## config.mk

```make
export PLATFORM = sky130hd
export DESIGN_NAME = oam_dma
export DESIGN_NICKNAME = d
export VERILOG_FILES = /design/src/rtl/oam_dma.sv
export SDC_FILE = /design/constraint.sdc
export NUM_CORES = 1
export LEC_CHECK = 0
export ABC_AREA = 1
export BUFFER_PORTS_ARGS = -buffer_cell sky130_fd_sc_hd__clkbuf_2
export CORE_ASPECT_RATIO = 0.7
export CORE_UTILIZATION = 47
export CTS_CLUSTER_DIAMETER = 100
export CTS_CLUSTER_SIZE = 40
export DETAILED_ROUTE_END_ITERATION = 10
export GPL_ROUTABILITY_DRIVEN = 1
export PLACE_DENSITY = 0.75
export REMOVE_ABC_BUFFERS = 1
export SYNTH_ARGS = -nofsm -noshare
export SYNTH_HDL_FRONTEND = slang
export SYNTH_SLANG_ARGS = --single-unit
```

## constraint.sdc

```tcl
create_clock -name clk -period 1.6 [get_ports clk]
set_input_delay 0.32 -clock clk [delete_from_list [all_inputs] [get_ports clk]]
set_output_delay 0.32 -clock clk [all_outputs]
set_load 0.02 [all_outputs]
```

## src/rtl/oam_dma.sv

```systemverilog
// oam_dma: OAM DMA bus initiator, copies XFER_LEN bytes from {page, 8'h00} to DST_BASE, one byte per M-cycle.
// Optional feature macro: OAM_DMA_ECHO_REMAP_EN (echo pages E0..FF fold onto C0..DF as the source page).
package oam_dma_pkg;
  typedef logic [15:0] addr_t;
  typedef logic [7:0]  data_t;
endpackage

module oam_dma
  import oam_dma_pkg::*;
#(
  parameter int unsigned XFER_LEN = 160,
  parameter addr_t       DST_BASE = 16'hFE00,
  parameter int unsigned CPB      = 4
) (
  input  logic       clk,
  input  logic       rst,
  input  logic       trig,
  input  logic [7:0] trig_page,
  output logic [7:0] dma_reg,
  output logic       active,
  output logic       done,
  output addr_t      mem_r_addr,
  input  data_t      mem_r_data,
  output logic       mem_wen,
  output addr_t      mem_w_addr,
  output data_t      mem_w_data
);

  localparam int unsigned     SUB_W    = (CPB > 1) ? $clog2(CPB) : 1;
  localparam logic [SUB_W-1:0] SUB_RD  = SUB_W'(CPB - 2);
  localparam logic [SUB_W-1:0] SUB_WR  = SUB_W'(CPB - 1);
  localparam logic [7:0]      IDX_LAST = 8'(XFER_LEN - 1);

  typedef enum logic [1:0] {
    IDLE,
    START,
    XFER
  } state_t;

  state_t           state_q, state_d;
  logic [SUB_W-1:0] sub_q, sub_d;
  logic [7:0]       idx_q, idx_d;
  logic [7:0]       page_q, page_d;
  logic [7:0]       dma_reg_q, dma_reg_d;
  data_t            byte_q, byte_d;
  logic             active_q, active_d;
  logic             done_q, done_d;
  logic             wen_q, wen_d;
  addr_t            r_addr_q, r_addr_d;
  addr_t            w_addr_q, w_addr_d;
  logic [7:0]       eff_page;

`ifdef OAM_DMA_ECHO_REMAP_EN
  assign eff_page = (trig_page[7:5] == 3'b111) ? (trig_page & 8'hDF) : trig_page;
`else
  assign eff_page = trig_page;
`endif

  // NOTE: every variable gets a default before the case so no path leaves it unassigned (no latches).
  always_comb begin
    state_d   = state_q;
    sub_d     = sub_q;
    idx_d     = idx_q;
    page_d    = page_q;
    dma_reg_d = dma_reg_q;
    byte_d    = byte_q;
    done_d    = 1'b0;

    unique case (state_q)
      IDLE: ;
      START: begin
        if (sub_q == SUB_WR) begin
          sub_d   = '0;
          state_d = XFER;
        end else begin
          sub_d = sub_q + 1'b1;
        end
      end
      XFER: begin
        if (sub_q == SUB_RD) begin
          byte_d = mem_r_data;
        end
        if (sub_q == SUB_WR) begin
          sub_d = '0;
          if (idx_q == IDX_LAST) begin
            state_d = IDLE;
            done_d  = 1'b1;
          end else begin
            idx_d = idx_q + 1'b1;
          end
        end else begin
          sub_d = sub_q + 1'b1;
        end
      end
      default: state_d = IDLE;
    endcase

    // A trigger in any state (re)starts; the write already on the bus this cycle still lands.
    if (trig) begin
      dma_reg_d = trig_page;
      page_d    = eff_page;
      sub_d     = '0;
      idx_d     = '0;
      state_d   = START;
      done_d    = 1'b0;
    end

    // Outputs are registered, so they are derived from the next-state values.
    active_d = (state_d != IDLE);
    wen_d    = (state_d == XFER) && (sub_d == SUB_WR);
    r_addr_d = (state_d == XFER) ? {page_d, idx_d} : r_addr_q;
    w_addr_d = wen_d ? addr_t'(DST_BASE + addr_t'(idx_d)) : w_addr_q;
  end

  // NOTE: sequential state uses non-blocking assignments only, so all flops update together.
  always_ff @(posedge clk) begin
    if (rst) begin
      state_q   <= IDLE;
      sub_q     <= '0;
      idx_q     <= '0;
      page_q    <= '0;
      dma_reg_q <= 8'hFF;
      byte_q    <= '0;
      active_q  <= 1'b0;
      done_q    <= 1'b0;
      wen_q     <= 1'b0;
      r_addr_q  <= '0;
      w_addr_q  <= '0;
    end else begin
      state_q   <= state_d;
      sub_q     <= sub_d;
      idx_q     <= idx_d;
      page_q    <= page_d;
      dma_reg_q <= dma_reg_d;
      byte_q    <= byte_d;
      active_q  <= active_d;
      done_q    <= done_d;
      wen_q     <= wen_d;
      r_addr_q  <= r_addr_d;
      w_addr_q  <= w_addr_d;
    end
  end

  assign dma_reg    = dma_reg_q;
  assign active     = active_q;
  assign done       = done_q;
  assign mem_wen    = wen_q;
  assign mem_r_addr = r_addr_q;
  assign mem_w_addr = w_addr_q;
  assign mem_w_data = byte_q;

  a_wen_active : assert property (@(posedge clk) disable iff (rst) wen_q |-> active_q);
  a_done_idle  : assert property (@(posedge clk) disable iff (rst) done_q |-> !active_q);

endmodule

```

* Yosys cells after proc, flatten, opt, wreduce, memory -nomap -nowiden
Cells that the tools add are included.
** Storage, ports and cells
- Output and inout port bits :: 51
- Flip-flop bits (word level) :: 71
- Bits of input ports :: 19
** Operators by class
- Eq/ne operators :: 7
- Add/subtract/negate cells :: 3
- Mux-type cells :: 14
- Reduce and logical (&&, ||, !) cells :: 6
- Bitwise logic cells :: 2
** Operators with widths (number)
- 2-to-1 mux 8 bit :: 5
- 2-to-1 mux 2 bit :: 7
- adder 10 x 9 -> 11 bit (first input constant) :: 1
- == test 2 bit (second input constant) :: 5
- adder 8 x 1 -> 8 bit (second input constant) :: 1
- == test 8 bit (second input constant) :: 1
- one-hot mux 2 bit (3 select lines) :: 1
- OR reduction 4 bit :: 1
- adder 2 x 1 -> 2 bit (second input constant) :: 1
- == test 2 x 1 -> 1 bit (second input constant) :: 1
- zero test 2 bit :: 1
- inverter 1 bit :: 2
- AND reduction 2 bit :: 1
- nonzero test 2 bit :: 1
- OR reduction 2 bit :: 1
- logical AND 1 bit :: 1
- 2-to-1 mux 1 bit :: 1

* Depth between registers and ports, before layout
Gate-level depths: netlist of the first run.
- Word-level depth :: 7
- Depth in mapped cells :: 13
- Gate-level depth less buffers :: 12

* Worst setup path after synthesis of the first run
OpenSTA, ideal clock, no wires.
- Path type :: reg-to-reg
- Start :: reg state_q[0]
- End :: reg w_addr_q[7] (netlist: mem_w_addr[7])
- Buffers on the path :: 1
- Library setup time :: 0.113 ns
- Arrival time :: 1.584 ns
- Stages on the path, launching flop included :: 10
- Data required time :: 1.487 ns
- Setup slack :: -0.096 ns
- Cells stage by stage :: dfxtp_1 -> inv_1 -> ha_1 -> a21oi_1 -> o21ai_0 -> nor2_1 -> nand4_2 -> buf_2 -> nor2_1 -> nor2_1
** Between the ends
- Cells in the longest elaborated chain, start to end :: 6
- Elaborated cells on any way between the ends :: 17
- Classes of those cells :: 1 x add/sub; 4 x eq/ne; 9 x mux; 3 x reduce/logical
** RTL lines
- start: declaration :: line 40 : state_t state_q, state_d;
- start signal: assignment :: line 130 : state_q <= state_d;
- branches (longest 6 deep; another with adder 10 x 9 -> 11 bit)
- end signal: assignment :: line 140 : w_addr_q <= w_addr_d;
- end: declaration :: line 50 : addr_t w_addr_q, w_addr_d;
Several ways; the timed one is not identified.
A chain may end at the register's enable or synchronous reset.

* Worst setup path after layout of the first run
- Start :: reg state_q[0]
- End :: reg w_addr_q[1] (netlist: mem_w_addr[1])
Same word-level chain as after synthesis.

==> flow_metrics.tcl, run 1 <==
set metrics [dict create \
    insertion_delay_ns 0.35 \
    yosys.area.top_type "dfxtp_1" \
    slowest_stage "dfxtp_4" \
    antenna_found_initial 0 \
    yosysMostFrequentCell "nand2_1" \
    setup_viol 27 \
    rr_worst_depth 9 \
    grt_pass1_wl_um 11790 \
    hold_depth 3 \
    p_leak_nw 1.880 \
    viasPerCell 5.120 \
    peakVddDrop_v 0.0006274 \
    area_growth_pct 49.58 \
    ys_top_cells_by_area "dfxtp_1, nand2_1, nor2_1, nand3_1, o21ai_0" \
    min_from "trig_page[6]" \
    cp_num_buf_inv 3 \
    maxCapViolations 0 \
    clock.fmax_ghz 0.5531 \
    start_util_pct 50.07 \
    violations "setup timing" \
    die_x_um 92.38 \
    clk_pin_slew_ns 0.07 \
    cp_top_family "simple AND/OR/NAND/NOR gates" \
    core_area_um2 5368 \
    yosysWarnings 0 \
    postLayoutCoreUtil_pct 74.90 \
    min_period_over_period_pct 113.0 \
    async_flop_share_pct 0 \
    die_height_um 65.27 \
    tritoncts "done" \
    power_density_nw_per_um2 887.6 \
    overflow 0 \
    place_ws_ns -0.2170 \
    synth.top_cells.by_count "nand2_1, nor2_1, dfxtp_1, inv_1, nand3_1" \
    fp.dieArea_um2 6029 \
    hold_path.class "primary input to register" \
    cts_sinks 64 \
    hold_buffers 0 \
    grt_max_degree 27 \
    synth_edf_count 0 \
    dpl.hpwl_um 4628 \
    routed_wl_um 7803 \
    worstPathArrival_ns 2.06 \
    syn_area_per_cell_um2 7.635 \
    grt.total_usage_pct 25.70 \
    grt_pass1_vias 2479 \
    ys_seq_area_share_pct 47.67 \
    worstPathCellList "inv_4, ha_4, buf_4, o211ai_1, nor2_2, nand4_4, buf_6, nand3_1, nand2_2" \
    wl_per_cell_um 14.42 \
    ant_nets 0 \
    drive_gt1_share_pct 44.99 \
    drc 0 \
    synth_top_area_share_pct 47.67 \
    holdPathEnd "dma_reg[6]$_SDFFE_PP1P_" \
    hold_viol 0 \
    ff2ff_setup_slack_ns -0.21 \
    synth_cell_types 30 \
    num_antenna_cells 0 \
    nets 490 \
    post-route-cell-area_um2 4020 \
    synth_cells 352 \
    num_io_pins 70 \
    gp_congestion 0.8418 \
    h-tree-depth 3 \
    vias 2770 \
    drt-pass1-iter-count 4 \
    rows 22 \
    io_buffers 68 \
    whs_ns 0.2002 \
    r2r_end "mem_w_addr[1]$_SDFFE_PP0P_" \
    required_ns 1.85 \
    place_area_um2 3329 \
    synth_area_um2 2688 \
    setup_ws_ns -0.2080 \
    drtIter0Drc 131 \
    cts_buffer_depth 2 \
    synthFlopType "dfxtp_1" \
    rsz0062_at_grt "yes" \
    status "finished, violations left" \
    slew_violations 0 \
    worstReg2RegStart "state_q[0]$_SDFF_PP0_" \
    endpoint_kind "register" \
    tns_ns -2.306 \
    numCtsBuffers 9 \
    skew_ns 0.009860 \
    worstSetupPathType "register to register" \
    critPathMaxStageDelay_ns 0.38 \
    path_max_fanout 8 \
    finalCriticalPeriod_ns 1.808 \
    crit_path_start_kind "register" \
    synth_seq_cells 64 \
    cts_root_buffer "clkbuf_8" \
    largest_register_ffs 16 \
]
-- tightest hold or removal path: stages --
cell,delay [ns]
clkbuf_2,0.07
nand2_1,0.05
nand3_1,0.07
-- stage by stage --
| stage | std cells | power (mW) |
|---|---|---|
| 5_1_grt | 541 | 3.674 |
| 4_1_cts | 538 | 3.533 |
| 6_report | 541 | 3.568 |
| 2_1_floorplan | 332 | 1.793 |
| 3_3_place_gp | 510 | 1.905 |
| 3_5_place_dp | 510 | 1.909 |
-- cell families (layout without fill, tap and decap cells) --
family | after synthesis | after routing | share of synthesized area [%]
AO/OA/AOI/OAI | 38 | 38 | 8.007
XOR/XNOR | 2 | 2 | 0.6519
adder cells (fa/ha/maj) | 7 | 7 | 3.259
buffers and inverters | 46 | 163 | 8.240
flip-flops | 64 | 64 | 47.67
other | 1 | 1 | 0.1395
AND/OR/NAND/NOR | 194 | 194 | 32.03
-- cells in the final DEF (no fill, tap or decap), types with 2 or more instances in the layout --
cell type  netlist  final
o21ai_1          1      7
ha_4             0      7
nand3_1         21     19
clkbuf_1         8      2
a21oi_1          8      6
nand2_2          1     21
nor2_1          74     62
clkbuf_8         0     12
nand3_2          1      3
buf_12           0      5
o21ai_0         19     11
nor2_4           0      2
o21ai_2          0      2
clkbuf_2         0     68
dfxtp_2          0      3
a21oi_4          0      2
nand2_4          4      6
nor2_2           2     12
nand4_1          6      6
a21boi_0         8      8
inv_1           24     19
nor3_2           0      4
bufinv_16        0      2
o211ai_1         2      2
inv_4            0      4
nand2_1         75     53
buf_4            7     41
dfxtp_4          0      4
buf_6            1      6
nor3_1           7      3
dfxtp_1         64     57
inv_2            1      3
-- worst max-delay path by stage --
| stage | end | cells after the start | startpoint |
|---|---|---|---|
| after floorplan | mem_w_addr[5]$_SDFFE_PP0P_ | 9 | state_q[0]$_SDFF_PP0_ |
| after global placement | mem_r_addr[3]$_SDFFE_PP0N_ | 8 | state_q[1]$_SDFF_PP0_ |
| after detailed placement | mem_r_addr[3]$_SDFFE_PP0N_ | 7 | sub_q[0]$_SDFF_PP0_ |
| after CTS | mem_r_addr[10]$_SDFFE_PP0N_ | 14 | idx_q[1]$_SDFF_PP0_ |
| after global routing | mem_w_addr[1]$_SDFFE_PP0P_ | 9 | state_q[0]$_SDFF_PP0_ |
| final | mem_w_addr[1]$_SDFFE_PP0P_ | 9 | state_q[0]$_SDFF_PP0_ |
-- repair_timing --
| action | CTS | global route |
|---|---|---|
| pin swaps | 13 | 18 |
| resized for setup | 38 | 61 |
| endpoints found under the setup margin | 30 | 31 |
| buffers inserted | 11 | 3 |
| hold endpoints to repair | 0 | 0 |
| cloned | 1 | 0 |
-- cell type report --
| type | count | area (um^2) |
|---|---|---|
| clock buffers | 14 | 172.7 |
| clock inverters | 2 | 60.06 |
| fillers | 378 | 1348 |
| inverters | 26 | 107.6 |
| multi-input cells | 242 | 1446 |
| flip-flops and latches | 64 | 1300 |
| well taps | 72 | 90.09 |
| repair buffers | 121 | 843.3 |
-- metal layers --
metal  wire length [um]  global-route usage, %  vias up
met5                  0                      0        -
met4                133                  9.570        0
met3                638                  7.407       16
met2               3585                  39.91      118
met1               3446                  33.96     1297
li1                   -                      -     1339
-- report_power, final --
part           switching, mW  total (mW)  internal, mW
logic                  0.177       0.303         0.127
clock network          0.620        1.63          1.01
registers             0.0179        1.64          1.62
No activity file was read; power rests on OpenSTA's default activity.
==> inputs of run 2 (changes only) <==
- CORE_UTILIZATION: 47 -> 56
- PLACE_DENSITY: 0.75 -> 0.84
- clock period: 1.6 -> 2.2 ns (I/O delays scaled with it)
==> run 2 against run 1 <==
  * The flow finishes with violations (DRC)
  * Critical path type unchanged
  * Clock skew fell by 0.0032 ns
  * Core utilization fell by 3.7 points
  * Design area fell by 21%
  * Critical endpoint is now mem_r_addr[3]$_SDFFE_PP0N_
  * Largest cell class is now flip-flops and latches
  * Worst hold slack improved by 0.13 ns
==> flow_metrics.tcl, run 2 (synthesis results as in run 1) <==
set metrics [dict create \
    status "finished, violations left" \
    violations "DRC" \
    crit_path_frequent_cell "nand3_1" \
    worstPathArrival_ns 2.26 \
    top_usage_layer "met2" \
    cts_root_buffer "clkbuf_8" \
    rsz0062_at_grt "no" \
    vias 2351 \
    rows 20 \
    die_height_um 59.96 \
    worstSetupPathType "register to register" \
    tritoncts "done" \
    gp_congestion 0.8754 \
    cp_top_family "simple AND/OR/NAND/NOR gates" \
    insertion_delay_ns 0.34 \
    grt.total_usage_pct 24.31 \
    hold_path.class "primary input to register" \
    cp_num_buf_inv 2 \
    dpl.hpwl_um 4117 \
    grt_pass1_wl_um 9287 \
    post-cts-setup-buffer-count 0 \
    peakVddDrop_v 0.0003848 \
    nets 442 \
    ant_nets 0 \
    gr-usage-met1_pct 32.73 \
    endpoint_kind "register" \
    hold_viol 0 \
    clock.fmax_ghz 0.4902 \
    cts_buffer_depth 2 \
    worstPathCellList "inv_1, ha_1, nand2_1, clkinv_1, nand3_1, nand3_1, nor3_1, nor2_1" \
    clk_pin_slew_ns 0.07 \
    min_period_over_period_pct 92.74 \
    required_ns 2.42 \
    setup_ws_ns 0.1598 \
    skew_ns 0.006674 \
    p_leak_nw 1.561 \
    final_cell_mix "nand2_1, nor2_1, clkbuf_2" \
    numCtsBuffers 9 \
    tns_ns 0 \
    die_x_um 84.80 \
    start_util_pct 60.00 \
    place_ws_ns 0.1990 \
    io_buffers 68 \
    met2_usage_pct 36.82 \
    slowest_stage "dfxtp_1" \
    power_density_nw_per_um2 713.7 \
    h-tree-depth 3 \
    drc 6 \
    antenna_found_initial 0 \
    drt-pass1-iter-count 7 \
    core_area_um2 4479 \
    critPathMaxStageDelay_ns 0.38 \
    largest_register_ffs 16 \
    fp.dieArea_um2 5085 \
    overflow 0 \
    hold_buffers 0 \
    grt_pass1_vias 1966 \
    finalCriticalPeriod_ns 2.040 \
    num_antenna_cells 0 \
    met3_usage_pct 9.392 \
    place_area_um2 3010 \
    crit_path_start_kind "register" \
    viasPerCell 4.939 \
    num_io_pins 70 \
    area_growth_pct 18.72 \
    drtIter0Drc 168 \
    path_max_fanout 9 \
    cts_sinks 64 \
    routed_wl_um 5752 \
    setup_viol 0 \
    cts_resized 0 \
    wl_per_cell_um 12.08 \
    maxCapViolations 0 \
    final_common_cell "nand2_1" \
    post-route-cell-area_um2 3191 \
    grt_max_degree 34 \
    ff2ff_setup_slack_ns 0.16 \
    slew_violations 0 \
    drive_gt1_share_pct 23.28 \
]
[run 2: layout make-up]
class,instances,area (um^2)
fill,388,1289
sequential,64,1281
multi-input combinational,242,1185
timing repair buffer,73,377.9
clock buffer,12,135.1
inverter,26,97.59
tap,55,68.82
clock inverter,4,45.04
[run 2: metal layers]
metal / share of wire [%] / vias up
li1: - / 1239
met1: 51 / 1015
met2: 41 / 90
met3: 7.3 / 7
met4: 0.70 / 0
met5: 0 / -
[run 2: final timing paths]
kind / cells after the start / from / endpoint
setup / recovery: 8 / state_q[0]$_SDFF_PP0_ / mem_r_addr[3]$_SDFFE_PP0N_
hold / removal: 3 / trig_page[4] / dma_reg[4]$_SDFFE_PP1P_
setup reg to reg: 8 / state_q[0]$_SDFF_PP0_ / mem_r_addr[3]$_SDFFE_PP0N_
hold reg to reg: 2 / dma_reg[4]$_SDFFE_PP1P_ / dma_reg[4]$_SDFFE_PP1P_
[run 2: stage by stage]
step | utilization, % | power [mW] | std cells | hold WS, ns
3_3_place_gp | 67.21 | 1.361 | 460 | 0.4391
4_1_cts | 71.23 | 2.299 | 476 | 0.3176
6_report | 71.23 | 2.277 | 476 | 0.3263
5_1_grt | 71.23 | 2.381 | 476 | 0.3265
2_1_floorplan | - | 1.304 | 332 | 0.4706
3_5_place_dp | 67.21 | 1.366 | 460 | 0.4448
[run 2: worst register-to-register path, cell delays in order (launching register included)]
cell and delay, ns:
dfxtp_1 0.38, inv_1 0.09, ha_1 0.28, nand2_1 0.14, clkinv_1 0.23, nand3_1 0.29
nand3_1 0.17, nor3_1 0.27, nor2_1 0.08
[run 2: power by group]
part,internal (mW),total (mW),switching [mW],leakage (nW)
logic,0.0511,0.148,0.0971,0.947
registers,1.18,1.19,0.0105,0.520
clock network,0.518,0.937,0.419,0.0941
==> inputs of run 3 (changes only) <==
- GPL_TIMING_DRIVEN: unset -> 0
==> run 3 against run 2 <==
  * The run still ends with DRC left
  * Sequential share of layout area fell by 0.59 points
  * Die area did not move
  * Flip-flop and latch count did not move
  * Non-clock buffer count fell by 5
  * Via count rose by 1.0%
  * Critical endpoint is now mem_w_addr[6]$_SDFFE_PP0P_
  * First-iteration DRC count fell by 4.2%
  * Total power rose by 11%
  * Wire length barely moved
  * Global-route usage fell by 0.68 points
  * Register-to-register slack barely moved
  * Maximum frequency fell by 0.58%
==> flow_metrics.tcl, run 3 (synthesis results as in run 1) <==
set metrics [dict create \
    cts_root_buffer "clkbuf_8" \
    vias 2375 \
    routed_wl_um 5757 \
    numCtsBuffers 9 \
    min_period_over_period_pct 93.28 \
    final_common_cell "nand2_1" \
    power_mw 2.517 \
    status "finished, violations left" \
    grt_pass1_wl_um 9197 \
    io_buffers 68 \
    post-cts-setup-buffer-count 0 \
    maxCapViolations 0 \
    endpoint_kind "register" \
    wl_met2_um 2457 \
    clock.fmax_ghz 0.4873 \
    worstSetupPathType "register to register" \
    num_io_pins 70 \
    dpl.hpwl_um 3757 \
    overflow 0 \
    hold_buffers 0 \
    grt.total_usage_pct 23.63 \
    area_growth_pct 20.48 \
    tritoncts "done" \
    ant_nets 0 \
    hold_path.class "primary input to register" \
    p_leak_nw 1.559 \
    gp_congestion 0.8769 \
    num_antenna_cells 0 \
    cts_sinks 64 \
    p_int_mw 1.985 \
    die_height_um 59.96 \
    crit_path_start_kind "register" \
    clk_pin_slew_ns 0.07 \
    largest_register_ffs 16 \
    setup_viol 0 \
    skew_ns 0.004611 \
    slew_violations 0 \
    insertion_delay_ns 0.34 \
    p_clk_share_pct 46.8 \
    drc 6 \
    worst_pin_slew_ns 1.150 \
    final_cell_mix "nand2_1, nor2_1, clkbuf_2" \
    post-route-cell-area_um2 3238 \
    wl_met1_um 2828 \
    postLayoutCoreUtil_pct 72.29 \
    hold_viol 0 \
    dr_wl_met3_um 398 \
    nets 438 \
    relSlewSlack_pct 23.22 \
    power_frac_comb_pct 5.9 \
    rows 20 \
    place_ws_ns -0.5338 \
    core_area_um2 4479 \
    nFillCells 359 \
    finalCriticalPeriod_ns 2.052 \
    switchingPower_mw 0.5325 \
    setup_ws_ns 0.1478 \
    place_area_um2 2973 \
    power_frac_seq_pct 47.3 \
    h-tree-depth 3 \
    rsz0062_at_grt "yes" \
    grt_max_degree 42 \
    drt-pass1-iter-count 7 \
    drtIter0Drc 161 \
    cts_buffer_depth 2 \
    start_util_pct 60.00 \
    wl_per_cell_um 12.22 \
    drive_gt1_share_pct 23.56 \
    worstPathArrival_ns 2.33 \
    power_density_nw_per_um2 777.3 \
    highest_layer "met4" \
    antenna_found_initial 0 \
    path_max_fanout 12 \
    place_inst 455 \
    fp.dieArea_um2 5085 \
    grt_pass1_vias 2051 \
    swShare_pct 21.16 \
    viasPerCell 5.042 \
    instances_no_fill 471 \
    peakVddDrop_v 0.0004027 \
    die_x_um 84.80 \
    required_ns 2.48 \
    violations "DRC" \
]
-- run 3: path summary, 6_finish.rpt --
path / start / to / slack, ns / depth (start not counted)
min reg2reg: dma_reg[5]$_SDFFE_PP1P_ / dma_reg[5]$_SDFFE_PP1P_ / 0.46 / 2
min: trig_page[3] / dma_reg[3]$_SDFFE_PP1P_ / 0.33 / 3
max: state_q[0]$_SDFF_PP0_ / mem_w_addr[6]$_SDFFE_PP0P_ / 0.15 / 9
max reg2reg: state_q[0]$_SDFF_PP0_ / mem_w_addr[6]$_SDFFE_PP0P_ / 0.15 / 9
-- run 3: layer usage --
metal,global-route usage [%],vias to the layer above
met2,36.59,79
met5,0,-
li1,-,1237
met4,10.90,0
met3,5.939,10
met1,31.58,1049
-- run 3: power groups by stage --
stage | logic [mW] | registers [mW] | clock network (mW)
floorplan | 0.0735 | 1.23 | 0
global placement | 0.139 | 1.22 | 0
detailed placement | 0.142 | 1.22 | 0
CTS | 0.143 | 1.19 | 1.19
global route | 0.167 | 1.19 | 1.24
finish | 0.148 | 1.19 | 1.18
-- run 3: per-stage QoR --
step,hold slack [ns],setup TNS [ns]
2_1_floorplan,0.4706,0
3_3_place_gp,0.4367,-4.667
3_5_place_dp,0.4442,-5.344
4_1_cts,0.3211,0
5_1_grt,0.3433,-0.2127
6_report,0.3299,0
-- run 3: timing repair --
item	in CTS	in global routing
resized for setup	1	2
cloned	0	1
pin swaps	0	1
hold endpoints to repair	0	0
endpoints found under the setup margin	10	11
-- run 3: worst max-delay path, stage by stage (launching register included) --
cell and delay (ns):
dfxtp_1 0.36, inv_1 0.08, ha_1 0.35, a21oi_1 0.16, o21ai_0 0.16, nor2_2 0.27
nand4_4 0.24, nor2_1 0.24, nand2_1 0.07, nand2_1 0.06
-- run 3: area by class of cell --
cell class / count / area (um^2) / share of cell area [%]
tap: 55 / 68.82 / 2.125
clock buffer: 13 / 178.9 / 5.526
clock inverter: 2 / 60.06 / 1.855
inverter: 26 / 101.3 / 3.130
timing repair buffer: 68 / 340.3 / 10.51
multi-input combinational: 243 / 1207 / 37.29
sequential: 64 / 1281 / 39.57
